<file path="src/rtl/hazard_ctrl_pkg.sv">
// Shared pipeline definitions for the hazard scheduler.
//   REG_W     : register-index width of the MIPS register file.
//   REG_ZERO  : $zero index. A load that targets it never creates a hazard.
//   hz_state_e: scheduler states.
//   hz_ctl_t  : bundle of the stall/flush controls that drive the pipeline.
package hazard_ctrl_pkg;
  localparam int REG_W = 5;
  localparam logic [REG_W-1:0] REG_ZERO = 5'd0;

  typedef enum logic [1:0] {
    RUN      = 2'd0,
    LU_STALL = 2'd1,
    FREEZE   = 2'd2
  } hz_state_e;

  typedef struct packed {
    logic pc_write;
    logic if_id_write;
    logic if_flush;
    logic id_ex_bubble;
    logic pipe_hold;
  } hz_ctl_t;
endpackage

</file>
<file path="src/rtl/hazard_detect.sv">
// Load-use hazard detector.
// The load in EX writes a register that the instruction in ID reads.
//   ID_rs, ID_rt  : source fields of the instruction in ID
//   ID_EX_MemRead : instruction in EX is a load
//   ID_EX_rt      : load destination
//   lu_hit        : ID must wait for the load result
import hazard_ctrl_pkg::*;

module hazard_detect (
  input  logic [REG_W-1:0] ID_rs,
  input  logic [REG_W-1:0] ID_rt,
  input  logic             ID_EX_MemRead,
  input  logic [REG_W-1:0] ID_EX_rt,
  output logic             lu_hit
);
  assign lu_hit = ID_EX_MemRead && (ID_EX_rt != REG_ZERO) &&
                  ((ID_EX_rt == ID_rs) || (ID_EX_rt == ID_rt));
endmodule

</file>
<file path="src/rtl/hazard_ctrl.sv">
// Central stall/flush scheduler for the 5-stage pipeline.
// Event priority, highest first: dmem freeze, load-use stall,
// branch/jump redirect, fetch wait.
//   clk, reset     : clock and synchronous active-high reset
//   ID_rs/ID_rt    : sources of the instruction in ID
//   ID_EX_MemRead  : EX holds a load
//   ID_EX_rt       : destination of that load
//   redirect       : branch taken or jump resolved in ID
//   imem_ready     : Inst_in is valid this cycle
//   dmem_busy      : data memory stalls the whole pipe
//   PC_Write       : PC load enable
//   IF_ID_Write    : IF_ID load enable
//   IF_Flush       : clear IF_ID
//   ID_EX_Bubble   : zero ID_EX control fields
//   Pipe_Hold      : hold ID_EX, EX_MEM and MEM_WB
//   stall_cnt      : saturating count of cycles with PC_Write=0
import hazard_ctrl_pkg::*;

module hazard_ctrl #(
  parameter int LU_STALL_CYCLES = 1,
  parameter int CNT_W           = 32
) (
  input  logic             clk,
  input  logic             reset,
  input  logic [REG_W-1:0] ID_rs,
  input  logic [REG_W-1:0] ID_rt,
  input  logic             ID_EX_MemRead,
  input  logic [REG_W-1:0] ID_EX_rt,
  input  logic             redirect,
  input  logic             imem_ready,
  input  logic             dmem_busy,
  output logic             PC_Write,
  output logic             IF_ID_Write,
  output logic             IF_Flush,
  output logic             ID_EX_Bubble,
  output logic             Pipe_Hold,
  output logic [CNT_W-1:0] stall_cnt
);
  localparam logic [2:0] LU_INIT = 3'(LU_STALL_CYCLES - 1);

  hz_state_e  state, state_d, saved, saved_d, eff;
  logic [2:0] lu_cnt, lu_cnt_d;
  logic       discard, discard_d;
  logic       lu_hit;
  hz_ctl_t    ctl;

  hazard_detect u_detect (
    .ID_rs        (ID_rs),
    .ID_rt        (ID_rt),
    .ID_EX_MemRead(ID_EX_MemRead),
    .ID_EX_rt     (ID_EX_rt),
    .lu_hit       (lu_hit)
  );

  // Once memory releases, FREEZE behaves as the state it interrupted.
  // That way the cycle in which dmem_busy falls is already productive.
  assign eff = (state == FREEZE) ? saved : state;

  // State register
  always_ff @(posedge clk) begin
    if (reset) begin
      state   <= RUN;
      saved   <= RUN;
      lu_cnt  <= '0;
      discard <= 1'b0;
    end else begin
      state   <= state_d;
      saved   <= saved_d;
      lu_cnt  <= lu_cnt_d;
      discard <= discard_d;
    end
  end

  // Next-state logic
  always_comb begin
    state_d   = eff;
    saved_d   = saved;
    lu_cnt_d  = lu_cnt;
    discard_d = discard;
    if (dmem_busy) begin
      state_d = FREEZE;
      // Capture the interrupted state only on entry, not on every freeze cycle.
      if (state != FREEZE) saved_d = state;
    end else begin
      case (eff)
        LU_STALL: begin
          lu_cnt_d = lu_cnt - 3'd1;
          if (lu_cnt <= 3'd1) state_d = RUN;
        end
        default: begin
          if (lu_hit) begin
            if (LU_STALL_CYCLES > 1) begin
              state_d  = LU_STALL;
              lu_cnt_d = LU_INIT;
            end
          end else if (redirect) begin
            // An outstanding wrong-path fetch must be squashed on arrival.
            // A pending discard survives, because the target fetch is not yet issued.
            discard_d = discard | ~imem_ready;
          end else if (imem_ready && discard) begin
            discard_d = 1'b0;
          end
        end
      endcase
    end
  end

  // Output logic
  always_comb begin
    ctl = '0;
    if (reset) begin
      ctl.if_flush     = 1'b1;
      ctl.id_ex_bubble = 1'b1;
    end else if (dmem_busy) begin
      ctl.pipe_hold = 1'b1;
    end else if (eff == LU_STALL || lu_hit) begin
      ctl.id_ex_bubble = 1'b1;
    end else if (redirect) begin
      ctl.pc_write = 1'b1;
      ctl.if_flush = 1'b1;
    end else if (imem_ready) begin
      ctl.pc_write    = 1'b1;
      ctl.if_flush    = discard;
      ctl.if_id_write = ~discard;
    end
  end

  assign PC_Write     = ctl.pc_write;
  assign IF_ID_Write  = ctl.if_id_write;
  assign IF_Flush     = ctl.if_flush;
  assign ID_EX_Bubble = ctl.id_ex_bubble;
  assign Pipe_Hold    = ctl.pipe_hold;

  always_ff @(posedge clk) begin
    if (reset)
      stall_cnt <= '0;
    else if (!ctl.pc_write && (stall_cnt != '1))
      stall_cnt <= stall_cnt + 1'b1;
  end
endmodule
</file>
<file path="config.mk">
export PLATFORM = sky130hd
export DESIGN_NAME = hazard_ctrl
export DESIGN_NICKNAME = d
export VERILOG_FILES = /design/src/rtl/hazard_ctrl_pkg.sv /design/src/rtl/hazard_detect.sv /design/src/rtl/hazard_ctrl.sv
export SDC_FILE = /design/constraint.sdc
export NUM_CORES = 1
export LEC_CHECK = 0
export ABC_AREA = 1
export BUFFER_PORTS_ARGS = -buffer_cell sky130_fd_sc_hd__buf_2
export CAP_MARGIN = 20
export CORE_ASPECT_RATIO = 1.75
export CORE_MARGIN = 4
export CORE_UTILIZATION = 60
export CTS_BUF_LIST = sky130_fd_sc_hd__clkbuf_2 sky130_fd_sc_hd__clkbuf_4 sky130_fd_sc_hd__clkbuf_8
export CTS_CLUSTER_DIAMETER = 30
export DETAILED_ROUTE_END_ITERATION = 6
export GPL_TIMING_DRIVEN = 1
export PLACE_DENSITY_LB_ADDON = 0.1
export SLEW_MARGIN = 20
export SYNTH_ARGS = -nofsm -noshare
export SYNTH_HDL_FRONTEND = slang
export SYNTH_SLANG_ARGS = --single-unit
</file>
<file path="constraint.sdc">
create_clock -name clk -period 2.6 [get_ports clk]
set_input_delay 0.13 -clock clk [delete_from_list [all_inputs] [get_ports clk]]
set_output_delay 0.13 -clock clk [all_outputs]
set_load 0.02 [all_outputs]
</file>
# After elaboration in Yosys (flattened, before gate mapping)

Index checks and enable logic that the tools add are counted.

$add $sub $neg: 2
$lt $le $gt $ge: 1
Equality and inequality tests: 6
Multiplexer cells: 17
Bitwise gates (word level): 6
Reduce and logical (&&, ||, !) cells: 13

Operators with widths:

| operator              | count |
|---|---|
| $add 32x1->32 const B | 1 |
| $ne 32x32->1 const B  | 1 |
| $mux 2                | 6 |
| $eq 5x5->1            | 2 |
| $mux 1                | 8 |
| $mux 3                | 2 |
| $not 1->1             | 5 |
| $reduce_bool 5->1     | 1 |
| $logic_and 1x1->1     | 4 |
| $mux 4                | 1 |
| $reduce_and 2->1      | 2 |
| $reduce_and 4->1      | 1 |
| $le 3x1->1 const B    | 1 |
| $sub 3x1->3 const B   | 1 |
| $eq 2x1->1 const B    | 1 |
| $eq 2x2->1 const B    | 1 |
| $logic_or 1x1->1      | 2 |
| $ne 2x2->1 const B    | 1 |
| $reduce_bool 2->1     | 1 |
| $reduce_or 2->1       | 1 |
| $logic_not 1->1       | 1 |
| $or 1x1->1            | 1 |

Register bits: 40
Bits of input ports: 21
Logic and storage cells: 51

# Longest topological paths before layout

Gate-level depths: netlist of run 1.

Word-level depth: 9
Gate-level depth with buffers: 13
Mapped depth without buffers: 13

# Cells and area by module

A second synthesis of run 1 with hierarchy kept.

Cells, all modules: 455
Area total of the unflattened synthesis: 2750.1 µm²

By module, submodules not included:

| module        | instances | cells an instance | area each (µm²) | sequential area each (µm²) |
|---|---|---|---|---|
| hazard_ctrl   | 1         | 410               | 2555.0          | 800.8 |
| hazard_detect | 1         | 45                | 195.2           | 0.0 |

# Least setup slack after synthesis of run 1

OpenSTA, ideal clock, no wires.

Path type: reg2reg
Start: reg stall_cnt[0]
End: reg stall_cnt[1]
Arrival time: 1.781 ns
Required time: 2.487 ns
Setup slack: 0.706 ns
Stages on the path, launching flop included: 14
Clock period less this slack: 1.894 ns
Cell sequence: dfxtp_1 -> ha_1 -> nand2_1 -> inv_2 -> nand2_2 -> inv_2 -> nand2_2 -> nor2_4 -> nand3_4 -> nand2_4 -> buf_6 -> inv_2 -> nor2_1 -> nor2_1

Longest elaborated chain between the ends: 2
Elaborated cells between the ends (all ways): 3
Classes of those cells: add/sub (1); eq/ne (1); reduce/logical (1)

Ends and longest elaborated chain:

| what                                                                  | RTL line           | text |
|---|---|---|
| start: declaration                                                    | hazard_ctrl.sv:37  | `output logic [CNT_W-1:0] stall_cnt` |
| start signal: assignment                                              | hazard_ctrl.sv:138 | `stall_cnt <= stall_cnt + 1'b1;` |
| parallel branches: the longest is 2 deep, another holds $add 32x1->32 | --                 |  |

Several ways; the timed one is not identified.
A chain may end at the register's enable or synchronous reset.

# Worst setup path after layout of run 1

Start: reg state[0]
End: out PC_Write

Longest elaborated chain between the ends: 7

Ends and longest elaborated chain:

| what                     | RTL line           | text |
|---|---|---|
| start: declaration       | hazard_ctrl.sv:41  | `hz_state_e state, state_d, saved, saved_d, eff;` |
| start signal: assignment | hazard_ctrl.sv:67  | `state <= state_d;` |
| $eq 2x2->1               | hazard_ctrl.sv:57  | `assign eff = (state == FREEZE) ? saved : state;` |
| $mux 2 *                 | hazard_ctrl.sv:57  |  |
| $eq 2x1->1 *             | hazard_ctrl.sv:116 | `end else if (eff == LU_STALL \|\| lu_hit) begin` |
| $logic_or 1x1->1 *       | hazard_ctrl.sv:116 |  |
| $mux 3 *                 | hazard_ctrl.sv:116 |  |
| $mux 4 *                 | hazard_ctrl.sv:114 | `end else if (dmem_busy) begin` |
| $mux 2 *                 | hazard_ctrl.sv:111 | `if (reset) begin` |
| end: declaration         | hazard_ctrl.sv:32  | `output logic PC_Write,` |

Every way passes the cells marked *; elsewhere a longest branch is shown, timed or not.

==> impl_metrics.env, run 1 <==
export IMPL_hold_buffers=0
export IMPL_synth_edff_count=0
export IMPL_core_area_sq_um=4404
export IMPL_yosysMostFrequentCell="nand2_1"
export IMPL_grt_use_total_pct=28.91
export IMPL_synth_seq_cells=40
export IMPL_dp_hpwl_mm=5.947
export IMPL_synthesis_instances=447
export IMPL_ys_warn_count=0
export IMPL_hold_violations=0
export IMPL_final_instance_count_excl_fill=553
export IMPL_slew_headroom_pct=71.86
export IMPL_cts_buffer_depth=2
export IMPL_cts_setup_buffers=0
export IMPL_syn_to_final_growth_pct=13.82
export IMPL_pre_cts_slack_ps=603.6
export IMPL_die_h_um=97.30
export IMPL_ir_drop_mv=0.3735
export IMPL_ant_nets=0
export IMPL_drt_iter0_drc=208
export IMPL_wire_per_inst_um=13.96
export IMPL_drt_first_pass_iters=5
export IMPL_yosysTopAreaCellShare_pct=29.29
export IMPL_post_dp_cell_area_sq_um=3024
export IMPL_io_pins=58
export IMPL_min_path_type="in2reg"
export IMPL_top_layer_used="met4"
export IMPL_die_x_um=59.03
export IMPL_worstPathCellList="o21a_1 > nor2_1 > inv_1 > nand3_2 > buf_4 > inv_1 > buf_2"
export IMPL_critical_path_peak_fanout=23
export IMPL_cts_sinks=40
export IMPL_critical_path_arrival_ps=2050
export IMPL_htree_levels=2
export IMPL_met3_length_um=328
export IMPL_worst_ep_required_time_ps=2470
export IMPL_clk_pin_slew_ps=90
export IMPL_numPortBuffers=57
export IMPL_initial_core_util_pct=62.07
export IMPL_synth_nets=471
export IMPL_cts_buffers_inserted=5
export IMPL_regArea_sq_um=800.8
export IMPL_tightestPinTransition_ps=418.9
export IMPL_finalWirelength_mm=7.718
export IMPL_maxCapViolCount=0
export IMPL_fin_skew_ps=9.849
export IMPL_wl_met2_mm=4.241
export IMPL_nFillCells=428
export IMPL_status="finished clean"
export IMPL_async_flop_share_pct=0
export IMPL_syn_avg_cell_area_sq_um=6.116
export IMPL_crit_top_cell="inv_1"
export IMPL_multi_input_area_sq_um=1698
export IMPL_maxSlewViolCount=0
export IMPL_yosysTopAreaCell="dfxtp_1"
export IMPL_crit_type="reg2out"
export IMPL_layout_nets=525
export IMPL_die_area_sq_um=5743
export IMPL_synth_area_top_cells="dfxtp_1, nand2_1, nand3_1, nor2_1, a21oi_1"
export IMPL_root_buffer="clkbuf_8"
export IMPL_syn_area_sq_um=2734
export IMPL_drive_above_1_share_pct=16.73
export IMPL_cp_end_kind="primary output"
export IMPL_num_antenna_cells=0
export IMPL_drc_errors=0
export IMPL_cts_resized=0
export IMPL_post_route_min_period_ps=2179
export IMPL_place_gp_congestion=0.9407
export IMPL_antenna_found_initial=0
export IMPL_rsz0062_at_grt="false"
export IMPL_critPathLaunchType="flop"
export IMPL_final_area_sq_um=3112
export IMPL_via_per_inst=5.495
export IMPL_yosysSeqAreaShare_pct=29.29
export IMPL_final_setup_viol_count=0
export IMPL_ys_flop_type="dfxtp_1"
export IMPL_yosysUniqueCellTypes=29
export IMPL_synth_common_cells="nand2_1, nor2_1, nand3_1"
export IMPL_grt_pass1_wl_mm=13.18
export IMPL_clk_latency_ps=300
export IMPL_grt_overflow=0
export IMPL_cp_slowest_cell="dfxtp_1"
export IMPL_slowest_delay_ps=350
export IMPL_timing_final_crit_share_pct=83.81
export IMPL_std_cell_rows=32
export IMPL_via_count=3039
export IMPL_placed_cells=545
export IMPL_setup_ws_ps=420.8
export IMPL_grt_pass1_vias=2996
export IMPL_wirelength_met1_mm=2.862
export IMPL_grt_max_degree=34
export IMPL_tritoncts="done"
export IMPL_fmax_mhz=458.9
export IMPL_tns_ps=0
export IMPL_p_per_area_nw_per_um2=381.4
export IMPL_power_leakage_nw=1.381
-- routing by layer --
metal / up-vias / global-route usage [%]
met2: 107 / 52.47
li1: 1535 / -
met3: 25 / 3.590
met4: 0 / 14.31
met1: 1372 / 31.01
met5: - / 0
-- logic make-up (layout without fill, tap and decap cells) --
| group | Yosys count | after routing | synth area share (%) |
|---|---|---|---|
| and+or+nand+nor | 287 | 287 | 46.50 |
| buffers and inverters | 54 | 109 | 8.604 |
| AOI/OAI and AO/OA | 44 | 44 | 8.147 |
| DFF | 40 | 40 | 29.29 |
| xor gates and xnor gates | 19 | 19 | 6.087 |
| adders and majority gates | 3 | 3 | 1.373 |
-- final cells by class --
cell class / instances / area share [%]
clock inverter: 3 / 0.6031
timing repair buffer: 60 / 9.891
multi-input combinational: 353 / 54.56
inverter: 41 / 4.946
sequential: 40 / 25.73
clock buffer: 5 / 2.212
tap: 51 / 2.051
-- power by group --
group / switching (mW) / total [mW] / internal, mW / leakage (nW)
clock network: 0.240 / 0.427 / 0.187 / 0.0479
registers: 0.0110 / 0.630 / 0.619 / 0.323
logic: 0.0847 / 0.130 / 0.0451 / 1.01
total: 0.335 / 1.19 / 0.852 / 1.38
-- cells in the final DEF, fill, tap and decap left out --
cell and n:
buf_4 3, xnor2_1 8, clkinv_4 1, ha_1 3, buf_2 57, or3_1 1, clkinv_2 2, nand2_2 2
nand3_1 42, and2_1 1, inv_1 36, nand2_4 1, nand3_2 2, nor3_1 7, a21oi_1 37, nand4_1 6
nor2_2 2, nor4_1 1, nor3_2 1, xor2_1 11, nor2_4 2, o21ai_0 6, nor2_1 55, nand3b_1 12
inv_2 5, nand2_1 151, clkbuf_8 5, dfxtp_1 40, nand3_4 1, o21a_1 1
-- sequential cells by signal, summed over array words and instances (netlist names) --
register	flops
stall_cnt	32
saved	2
discard	1
lu_cnt	3
state	2
-- final timing paths --
path,endpoint,from,cells past startpoint,slack (ps)
setup reg to reg,stall_cnt[15]$_SDFFE_PP0P_,stall_cnt[0]$_SDFFE_PP0P_,11,580
setup / recovery,PC_Write,state[0]$_SDFF_PP0_,7,420
hold reg to reg,saved[0]$_SDFFE_PP0P_,saved[0]$_SDFFE_PP0P_,2,470
hold / removal,saved[1]$_SDFFE_PP0P_,dmem_busy,3,150
-- worst max-delay path: cells and delay by family (launching register included) --
kind / cells / cell delay, ps
buffers and inverters: 4 / 660
AND/OR/NAND/NOR: 2 / 520
flip-flops: 1 / 350
AO/OA/AOI/OAI: 1 / 220
-- metrics by stage --
step / power [mW] / util, % / hold WS (ps)
floorplan: 0.7309 / - / 286.7
global placement: 0.7708 / 68.66 / 453.8
detailed placement: 0.7749 / 68.66 / 464.2
CTS: 1.194 / 70.65 / 153.5
global route: 1.240 / 70.65 / 184.1
finish: 1.187 / 70.65 / 153.8
Note: power is estimated with default switching activity, not from simulation.
==> run 2, diff against run 1 <==
--- a/config.mk
+++ b/config.mk
@@ -10,7 +10,7 @@
 export CAP_MARGIN = 20
 export CORE_ASPECT_RATIO = 1.75
 export CORE_MARGIN = 4
-export CORE_UTILIZATION = 60
+export CORE_UTILIZATION = 51
 export CTS_BUF_LIST = sky130_fd_sc_hd__clkbuf_2 sky130_fd_sc_hd__clkbuf_4 sky130_fd_sc_hd__clkbuf_8
 export CTS_CLUSTER_DIAMETER = 30
 export DETAILED_ROUTE_END_ITERATION = 6
==> constraint.sdc (replaced) <==
create_clock -name clk -period 2 [get_ports clk]
set_input_delay 0.1 -clock clk [delete_from_list [all_inputs] [get_ports clk]]
set_output_delay 0.1 -clock clk [all_outputs]
set_load 0.02 [all_outputs]
==> run 2 against run 1 <==
Net effect:
- global-route usage fell by 4.1 points
- total power increased by 29%
- sequential power is 29% higher
- clock skew rose by 3.0 ps
- clock power rose by 24%
- register-to-register slack worse by 360 ps
- routed wire length increased by 2.2%
- combinational power is 49% higher
- sequential share of layout area down 1.1 points
- critical path depth unchanged
- setup slack worse by 210 ps
- largest cell class unchanged
- largest power group unchanged
- highest routed layer unchanged
==> impl_metrics.env, run 2 (synthesis gave the netlist of run 1 again) <==
export IMPL_via_per_inst=5.392
export IMPL_io_pins=58
export IMPL_fmax_mhz=558.1
export IMPL_num_antenna_cells=0
export IMPL_status="finished clean"
export IMPL_critPathLaunchType="flop"
export IMPL_die_x_um=63.35
export IMPL_multi_input_area_sq_um=1708
export IMPL_drt_iter0_drc=162
export IMPL_die_area_sq_um=6642
export IMPL_std_cell_rows=35
export IMPL_post_route_min_period_ps=1792
export IMPL_worstPathCellList="o21a_1 > nor2_2 > inv_1 > nand3_4 > buf_12 > inv_1 > buf_2"
export IMPL_drc_errors=0
export IMPL_grt_max_degree=34
export IMPL_cts_setup_buffers=0
export IMPL_tritoncts="done"
export IMPL_layout_nets=540
export IMPL_slew_headroom_pct=68.38
export IMPL_antenna_found_initial=0
export IMPL_rsz0062_at_grt="false"
export IMPL_total_power_mw=1.533
export IMPL_cts_buffers_inserted=5
export IMPL_hold_violations=0
export IMPL_numPortBuffers=57
export IMPL_final_util_pct=61.76
export IMPL_fin_skew_ps=12.87
export IMPL_min_path_type="in2reg"
export IMPL_via_count=3079
export IMPL_place_gp_congestion=0.9952
export IMPL_timing_final_crit_share_pct=89.60
export IMPL_tns_ps=0
export IMPL_crit_type="reg2out"
export IMPL_grt_pass1_vias=2912
export IMPL_setup_ws_ps=208.1
export IMPL_nFillCells=543
export IMPL_power_leakage_nw=1.463
export IMPL_layout_commonest_cell="nand2_1"
export IMPL_critical_path_peak_fanout=21
export IMPL_die_h_um=104.9
export IMPL_largest_reg_flops=32
export IMPL_cp_end_kind="primary output"
export IMPL_dp_hpwl_mm=6.246
export IMPL_maxSlewViolCount=0
export IMPL_cp_slowest_cell="dfxtp_1"
export IMPL_final_setup_viol_count=0
export IMPL_htree_levels=2
export IMPL_root_buffer="clkbuf_8"
export IMPL_cts_sinks=40
export IMPL_pre_cts_slack_ps=237.1
export IMPL_biggestRegsByFlops="stall_cnt: 32 flops, lu_cnt: 3 flops"
export IMPL_worst_ep_required_time_ps=1900
export IMPL_tightestPinTransition_ps=470.6
export IMPL_clk_pin_slew_ps=70
export IMPL_grt_pass1_wl_mm=13.28
export IMPL_ant_nets=0
export IMPL_hold_buffers=0
export IMPL_regMostFlops="stall_cnt"
export IMPL_p_per_area_nw_per_um2=472.2
export IMPL_critical_path_arrival_ps=1690
export IMPL_final_cell_mix="nand2_1, buf_2, nor2_1"
export IMPL_finalWirelength_mm=7.884
export IMPL_grt_overflow=0
export IMPL_wire_per_inst_um=13.81
export IMPL_core_area_sq_um=5255
export IMPL_syn_to_final_growth_pct=18.72
export IMPL_initial_core_util_pct=52.02
export IMPL_clk_latency_ps=300
export IMPL_fin_hold_ws_ps=146.8
export IMPL_crit_top_cell="inv_1"
export IMPL_slowest_delay_ps=330
export IMPL_cts_buffer_depth=2
export IMPL_maxCapViolCount=0
export IMPL_ir_drop_mv=0.3638
export IMPL_grt_use_total_pct=24.80
export IMPL_regArea_sq_um=800.8
export IMPL_drive_above_1_share_pct=19.19
export IMPL_drt_first_pass_iters=4
run 2: changes by cell type in the layout (fill, tap and decap cells not counted), sizes merged:
cell	previous run	this run
clkbuf	5	6
buf	60	75
clkinv	3	1
run 2: per-layer routing:
metal / GRT usage (%) / routed length (um) / vias up
li1: - / - / 1559
met1: 24.90 / 2809 / 1402
met2: 47.12 / 4351 / 89
met3: 3.656 / 341 / 29
met4: 13.45 / 381 / 0
met5: 0 / 0 / -
run 2: where the power goes:
group | total (mW) | leakage (nW) | switching (mW) | internal [mW]
Sequential | 0.811 | 0.323 | 0.00637 | 0.805
Clock | 0.528 | 0.0445 | 0.277 | 0.251
Combinational | 0.194 | 1.10 | 0.121 | 0.0723
run 2: timing repair:
item / 4_1_cts / 5_1_grt
gates resized for setup: 0 / 2
setup endpoints to repair: 0 / 1
hold endpoints to repair: 0 / 0
run 2: worst max-delay path: cells and delay by family (launching register included):
kind	cells	cell delay (ps)
buf+inv	4	480
simple gates	2	350
flops	1	330
compound gates	1	230
run 2: area by class of cell:
cell class              count  share of cell area (%)
multi-input cells         353                   52.62
flip-flops and latches     40                   24.67
repair buffers             75                   13.34
inverters                  41                   4.742
clock buffers               6                   2.352
well taps                  55                   2.120
clock inverters             1                  0.1542
run 2: stage by stage:
stage	instance area, sq um	std cells
floorplan	2734	447
global placement	3154	564
detailed placement	3154	564
CTS	3236	571
global route	3246	571
finish	3246	571
run 2: path summary, 6_finish.rpt:
path	cells past startpoint	end	start	slack [ps]
min reg2reg	2	saved[0]$_SDFFE_PP0P_	saved[0]$_SDFFE_PP0P_	490
max reg2reg	8	stall_cnt[24]$_SDFFE_PP0P_	stall_cnt[21]$_SDFFE_PP0P_	220
max	7	PC_Write	state[0]$_SDFF_PP0_	210
min	3	saved[1]$_SDFFE_PP0P_	dmem_busy	150
